`src/rtl/loopback_pkg.sv`:
```
// Shared definitions for the HPIO loopback RX-side monitors.
//   LB_DATA_W   : default loopback word width
//   chk_state_e : checker lock state (SEEK / LOCKED)
//   sat_add     : clamped add, used as the saturating increment/accumulate
//   popcount    : number of set bits in a word (up to 64 bits)
package loopback_pkg;

    localparam int unsigned LB_DATA_W = 8;

    typedef enum logic {
        SEEK   = 1'b0,
        LOCKED = 1'b1
    } chk_state_e;

    // Operands are zero-extended to 64 bits by the caller; max_val is the
    // all-ones value of the caller's counter width.
    function automatic logic [63:0] sat_add(input logic [63:0] a,
                                            input logic [63:0] b,
                                            input logic [63:0] max_val);
        logic [64:0] sum;
        sum = {1'b0, a} + {1'b0, b};
        if (sum > {1'b0, max_val}) begin
            return max_val;
        end
        return sum[63:0];
    endfunction

    function automatic logic [6:0] popcount(input logic [63:0] v);
        logic [6:0] n;
        n = '0;
        for (int i = 0; i < 64; i++) begin
            n = n + {6'd0, v[i]};
        end
        return n;
    endfunction

endpackage

```
`src/rtl/sat_counter.sv`:
```
// Saturating accumulator with synchronous clear.
//   clk, rst_n : clock, asynchronous active-low reset
//   clear_i    : zero the count (has priority over en_i)
//   en_i       : add add_i this cycle
//   add_i      : amount to add; result clamps at all-ones
//   count_o    : current count
module sat_counter #(
    parameter int unsigned WIDTH = 32
) (
    input  logic             clk,
    input  logic             rst_n,
    input  logic             clear_i,
    input  logic             en_i,
    input  logic [WIDTH-1:0] add_i,
    output logic [WIDTH-1:0] count_o
);
    import loopback_pkg::*;

    localparam logic [63:0] MaxVal = 64'({WIDTH{1'b1}});

    logic [WIDTH-1:0] count_q, count_d;

    always_comb begin
        count_d = count_q;
        if (clear_i) begin
            count_d = '0;
        end else if (en_i) begin
            count_d = WIDTH'(sat_add(64'(count_q), 64'(add_i), MaxVal));
        end
    end

    always_ff @(posedge clk or negedge rst_n) begin
        if (!rst_n) begin
            count_q <= '0;
        end else begin
            count_q <= count_d;
        end
    end

    assign count_o = count_q;

endmodule

```
`config.mk`:
```
export PLATFORM = sky130hd
export DESIGN_NAME = sat_counter
export DESIGN_NICKNAME = d
export VERILOG_FILES = /design/src/rtl/loopback_pkg.sv /design/src/rtl/sat_counter.sv
export SDC_FILE = /design/constraint.sdc
export NUM_CORES = 1
export LEC_CHECK = 0
export ABC_AREA = 1
export ABC_CLOCK_PERIOD_IN_PS = 2900
export CORE_AREA = 2 2 65 114
export DETAILED_ROUTE_END_ITERATION = 16
export DIE_AREA = 0 0 67 116
export GPL_ROUTABILITY_DRIVEN = 0
export PLACE_DENSITY = 0.86
export SLEW_MARGIN = 20
export SYNTH_ARGS = -nofsm -noshare
export SYNTH_HDL_FRONTEND = slang
export SYNTH_SLANG_ARGS = --single-unit
```
`constraint.sdc`:
```
create_clock -name clk -period 2.9 [get_ports clk]
set_clock_uncertainty 0.05 [all_clocks]
set_input_delay 0.58 -clock clk [delete_from_list [all_inputs] [get_ports clk]]
set_output_delay 0.58 -clock clk [all_outputs]
set_load 0.02 [all_outputs]
```
# Word-level counts from Yosys, hierarchy flattened
# Index checks and enable logic that the tools add are counted.
# Widths: inputs -> output; s select.
word_totals:
  ff_bits: 32
  output_inout_bits: 32
  wordCells: 11
op_classes:
  n_mux: 7
  addsub: 1
  magnitude_cmp: 1
  n_reduce_logical: 1
ops:
  columns: ["cell", "count"]
  rows:
  - ["$mux 32", 4]
  - ["$add 32x32->33", 1]
  - ["$gt 33x32->1 const B", 1]
  - ["$mux 1", 3]
  - ["$reduce_bool 2->1", 1]

# Longest topological paths before layout
# Gate-level depths: netlist of run 1.
depth:
  ltp_word: 8
  mapped_depth: 15
  depth_no_buf: 15

# Least setup slack after synthesis of run 1
# Ideal clock, no wire load.
synth_path:
  path_kind: "in2reg"
  start: "input add_i[0]"
  end: "register count_q[1], in the netlist count_o[1]"
  required_time_ps: 2784
  stages: 15
  n_path_buf: 1
  arrival_time_ps: 2118
  setup_slack_ps: 666
  path_cell_list: "ha_1 inv_1 fa_1 inv_1 nand3_1 nand3_2 nand2_1 nand2_2 nand2_1 nand2_2 nand2_2 nand3_4 buf_6 o21ai_1 nand2_1"
synth_via:
  elab_chain_cells: 8
synth_lines:
  columns: ["item", "line_no", "rtl"]
  rows:
  - ["start: declaration", "sat_counter.sv:14", "input logic [WIDTH-1:0] add_i,"]
  - ["$add 32x32->33 *", "loopback_pkg.sv:21", "sum = {1'b0, a} + {1'b0, b};"]
  - ["$gt 33x32->1", "loopback_pkg.sv:22", "if (sum > {1'b0, max_val}) begin"]
  - ["$mux 1", "loopback_pkg.sv:22", null]
  - ["$mux 1", "sat_counter.sv:27", "end else if (en_i) begin"]
  - ["$mux 1", "sat_counter.sv:25", "if (clear_i) begin"]
  - ["$mux 32 *", "loopback_pkg.sv:25", "return sum[63:0];"]
  - ["$mux 32 *", "sat_counter.sv:27", null]
  - ["$mux 32 *", "sat_counter.sv:25", null]
  - ["end signal: assignment", "sat_counter.sv:36", "count_q <= count_d;"]
  - ["end: declaration", "sat_counter.sv:21", "logic [WIDTH-1:0] count_q, count_d;"]
# Mark *: on every way between the ends. The rest lies on a longest branch, timed or not. The select of a mux whose other input is x is not followed.
# A chain may end at the register's enable or synchronous reset.

# Worst setup path in the final report of run 1
layout_path:
  start: "input add_i[0]"
  end: "register count_q[13], in the netlist count_o[13]"
# The elaborated chain is that of the path after synthesis.

==> impl_summary.txt, run 1 <==
----------------------------------------------------
[Layout]
  Max reg flops ... 32
  Sequential Area ... 801 sq um
  Post-layout instance count excluding filler cells ... 868
  Number of nets in the layout ... 852
  Ratio of cells with drive above 1 in the final layout ... 8.04%
  Fill cell total of the finished layout ... 602
  Layout overhead on the synthesized area ... 26.8%
  Diodes inserted ... 0
  Area occupied by multi-input gates ... 0.00256 sq mm

[Clock network]
  Number of buffers added for setup after CTS ... 0
  Clock buffers created by TritonCTS ... 5
  TritonCTS sink count ... 32
  CTS hold repair buffers ... 0
  Number of buffers on the longest clock path ... 2
  Number of gates resized after CTS ... 0
  Maximum level of the CTS H-tree ... 2
  Clock insertion delay at the later pin of the skew report ... 0.28 ns
  Clock-pin slew reported for the worst setup and hold paths after clock tree synthesis ... 0.06 ns
  Clock tree from TritonCTS ... built
  CTS root buffer ... clkbuf_16

[STA]
  Count of pins over their slew limit ... 0
  Transition time at the pin with the least slew margin ... 0.451 ns
  Setup repair after global routing missed its margin ... no
  Period utilization ... 89.2%
  Max-slew headroom ... 69.9%
  Final Hold Vio Count ... 0
  Number of endpoints failing setup at the final stage ... 0
  Final critical-path setup slack ... 0.314 ns
  Min Clock Period, post-route ... 2.59 ns
  Max Clock Freq ... 387 MHz

[Run status]
  Run status ... finished clean

[Global routing]
  GRT overflow ... 0
  Antenna violations before repair ... 0
  Overall routing resource usage ... 33.2%
  Largest net degree at the start of global routing ... 33
  Number of global-route vias before repair ... 4,537
  First-pass GRT wire length ... 19,600 um

[Worst setup path]
  Arr. time, crit path ... 2.76 ns
  Type of the worst setup path ... in -> reg
  Required @ worst endpoint ... 3.07 ns
  Depth of the worst register-to-register path ... 15
  Kind of capture point of the worst setup path ... register
  Kind of start point of the critical path ... input port
  Peak fanout along the critical path ... 17

[Yosys]
  Post-Syn Area per Cell ... 5.68 sq um
  Number of synthesized register bits ... 32
  Synth Net Count ... 764
  Cell Area, Synth ... 0.00395 sq mm
  Fraction of the yosys area taken by sequential cells ... 20.3%
  Distinct cell type count of the synthesized netlist ... 28
  Synthesis Warnings ... 0
  Post-Synthesis Cells ... 695

[Floorplanning]
  Placement Rows ... 40
  Core region area ... 0.00681 sq mm
  Overall die area ... 0.00777 sq mm
  Die Span Y ... 116 um
  Count of pins on the block boundary ... 68
  Starting Density ... 58.0%
  Horizontal die dimension ... 67 um

[Routing]
  Number of design-rule violations left by the first detailed-router iteration ... 321
  Routed vias ... 4,563
  Count of unresolved DRC violations after routing ... 0
  Via density per instance ... 5.26
  Antenna violation net count after detailed routing ... 0
  Detailed-routing iteration count for the pre-antenna-repair pass ... 7
  Final WL ... 12,200 um
  Detail-routed net length per standard cell ... 14.0 um

[Place]
  Input/output buffers ... 67
  Pre-CTS setup slack ... -0.152 ns
  HPWL after detailed placement ... 9640 um
  # placed instances ... 859

[Worst hold path]
  Type of the worst min-delay path ... reg -> reg
  WHS Path Cells ... 2

[Pwr]
  Pwr Density ... 1090 mW/mm^2
  Max IR drop VDD ... 0.631 mV
  Post-layout total power ... 5.47 mW
  Leakage dissipation ... 3.06 nW

[Run]
  Max-cap viol count ... 0

----------------------------------------------------
==> layout by cell type (no fill, tap or decap), types with 5 or more instances in the layout <==
cell               n
a21oi_1           14
buf_4             21
clkbuf_16          5
clkdlybuf4s50_1   67
dfrtp_1           32
ha_1              32
inv_1            143
nand2_1          313
nand2_2           10
nand3_1           37
nand3_2           12
nor2_1            36
nor2_2             5
o21ai_0            7
o21ai_1           10
xor2_1            14
==> stage by stage <==
stage | setup TNS (ns) | instance area (sq um) | utilization [%] | hold WS, ns
2_1_floorplan | 0 | 3950 | - | 0.234
3_3_place_gp | -0.577 | 4840 | 71.1 | 0.438
3_5_place_dp | -1.76 | 4840 | 71.1 | 0.446
4_1_cts | 0 | 4990 | 73.3 | 0.461
5_1_grt | 0 | 5010 | 73.6 | 0.484
6_report | 0 | 5010 | 73.6 | 0.454
==> cells in the mapped netlist (all sizes together) <==
master	count	area [sq um]
nand2	323	1240
inv	146	548
nand3	50	323
nor2	42	173
dfrtp	32	801
ha	32	400
o21ai	17	85.1
a21oi	16	95.1
xor2	14	123
nor3	5	36.3
buf	4	32.5
clkbuf	4	15.0
nand4	4	25.0
a21o	2	15.0
and2	2	12.5
fa	1	20.0
xnor2	1	8.76
==> layout make-up <==
type | count | area share, %
clock buffers | 8 | 2.92
inverters | 146 | 10.9
multi-input cells | 509 | 51.1
flip-flops and latches | 32 | 16.0
well taps | 84 | 2.10
repair buffers | 89 | 16.9
==> logic make-up after synthesis <==
group | Yosys count | share of synthesized area (%)
fa+ha+maj | 33 | 10.6
buf+inv | 154 | 15.1
simple gates | 426 | 45.7
xor+xnor | 15 | 3.33
compound gates | 35 | 4.94
flops | 32 | 20.3
==> critical path, cell delays in order <==
cell             delay (ns)
clkdlybuf4s50_1        0.46
ha_1                   0.16
inv_1                  0.06
fa_1                   0.40
inv_1                  0.09
nand3_1                0.08
nand3_2                0.13
nand2_1                0.08
nand2_2                0.07
nand2_1                0.06
nand2_2                0.11
nand2_2                0.08
nand3_4                0.18
o21ai_0                0.13
nand2_1                0.08
==> worst paths after layout <==
kind	start	to	slack, ns
min reg2reg	count_o[3]	count_o[3]	0.45
min in group asynchronous	rst_n	count_o[2]	0.67
max in group asynchronous	rst_n	count_o[22]	1.81
max	add_i[0]	count_o[13]	0.31
max reg2reg	count_o[0]	count_o[17]	0.68
min	count_o[3]	count_o[3]	0.45
==> layer usage <==
layer	vias to the layer above	track usage [%]	wire (um)
met5	-	0	0
met4	0	30.5	1120
met3	83	5.83	615
met2	202	58.9	6190
met1	2017	30.8	4220
li1	2261	-	-
==> power breakdown <==
group	total, mW	switching, mW	internal, mW
Combinational	4.07	2.47	1.59
Sequential	0.855	0.195	0.659
Clock	0.549	0.206	0.343
No activity file was read; power rests on OpenSTA's default activity.
==> inputs of run 2 (changes only) <==
--- a/config.mk
+++ b/config.mk
@@ -8,6 +8,7 @@
 export ABC_AREA = 1
 export ABC_CLOCK_PERIOD_IN_PS = 2900
 export CORE_AREA = 2 2 65 114
+export CTS_CLUSTER_SIZE = 10
 export DETAILED_ROUTE_END_ITERATION = 16
 export DIE_AREA = 0 0 67 116
 export GPL_ROUTABILITY_DRIVEN = 0
==> results of run 2 <==
Same layout as run 1: the final DEF is identical, and so are final timing and power.
==> inputs of run 3 (changes only) <==
--- a/config.mk
+++ b/config.mk
@@ -13,6 +13,7 @@
 export DIE_AREA = 0 0 67 116
 export GPL_ROUTABILITY_DRIVEN = 0
 export PLACE_DENSITY = 0.86
+export SETUP_SLACK_MARGIN = 0.1
 export SLEW_MARGIN = 20
 export SYNTH_ARGS = -nofsm -noshare
 export SYNTH_HDL_FRONTEND = slang
==> results of run 3 <==
Same layout as run 1: the final DEF is identical, and so are final timing and power.
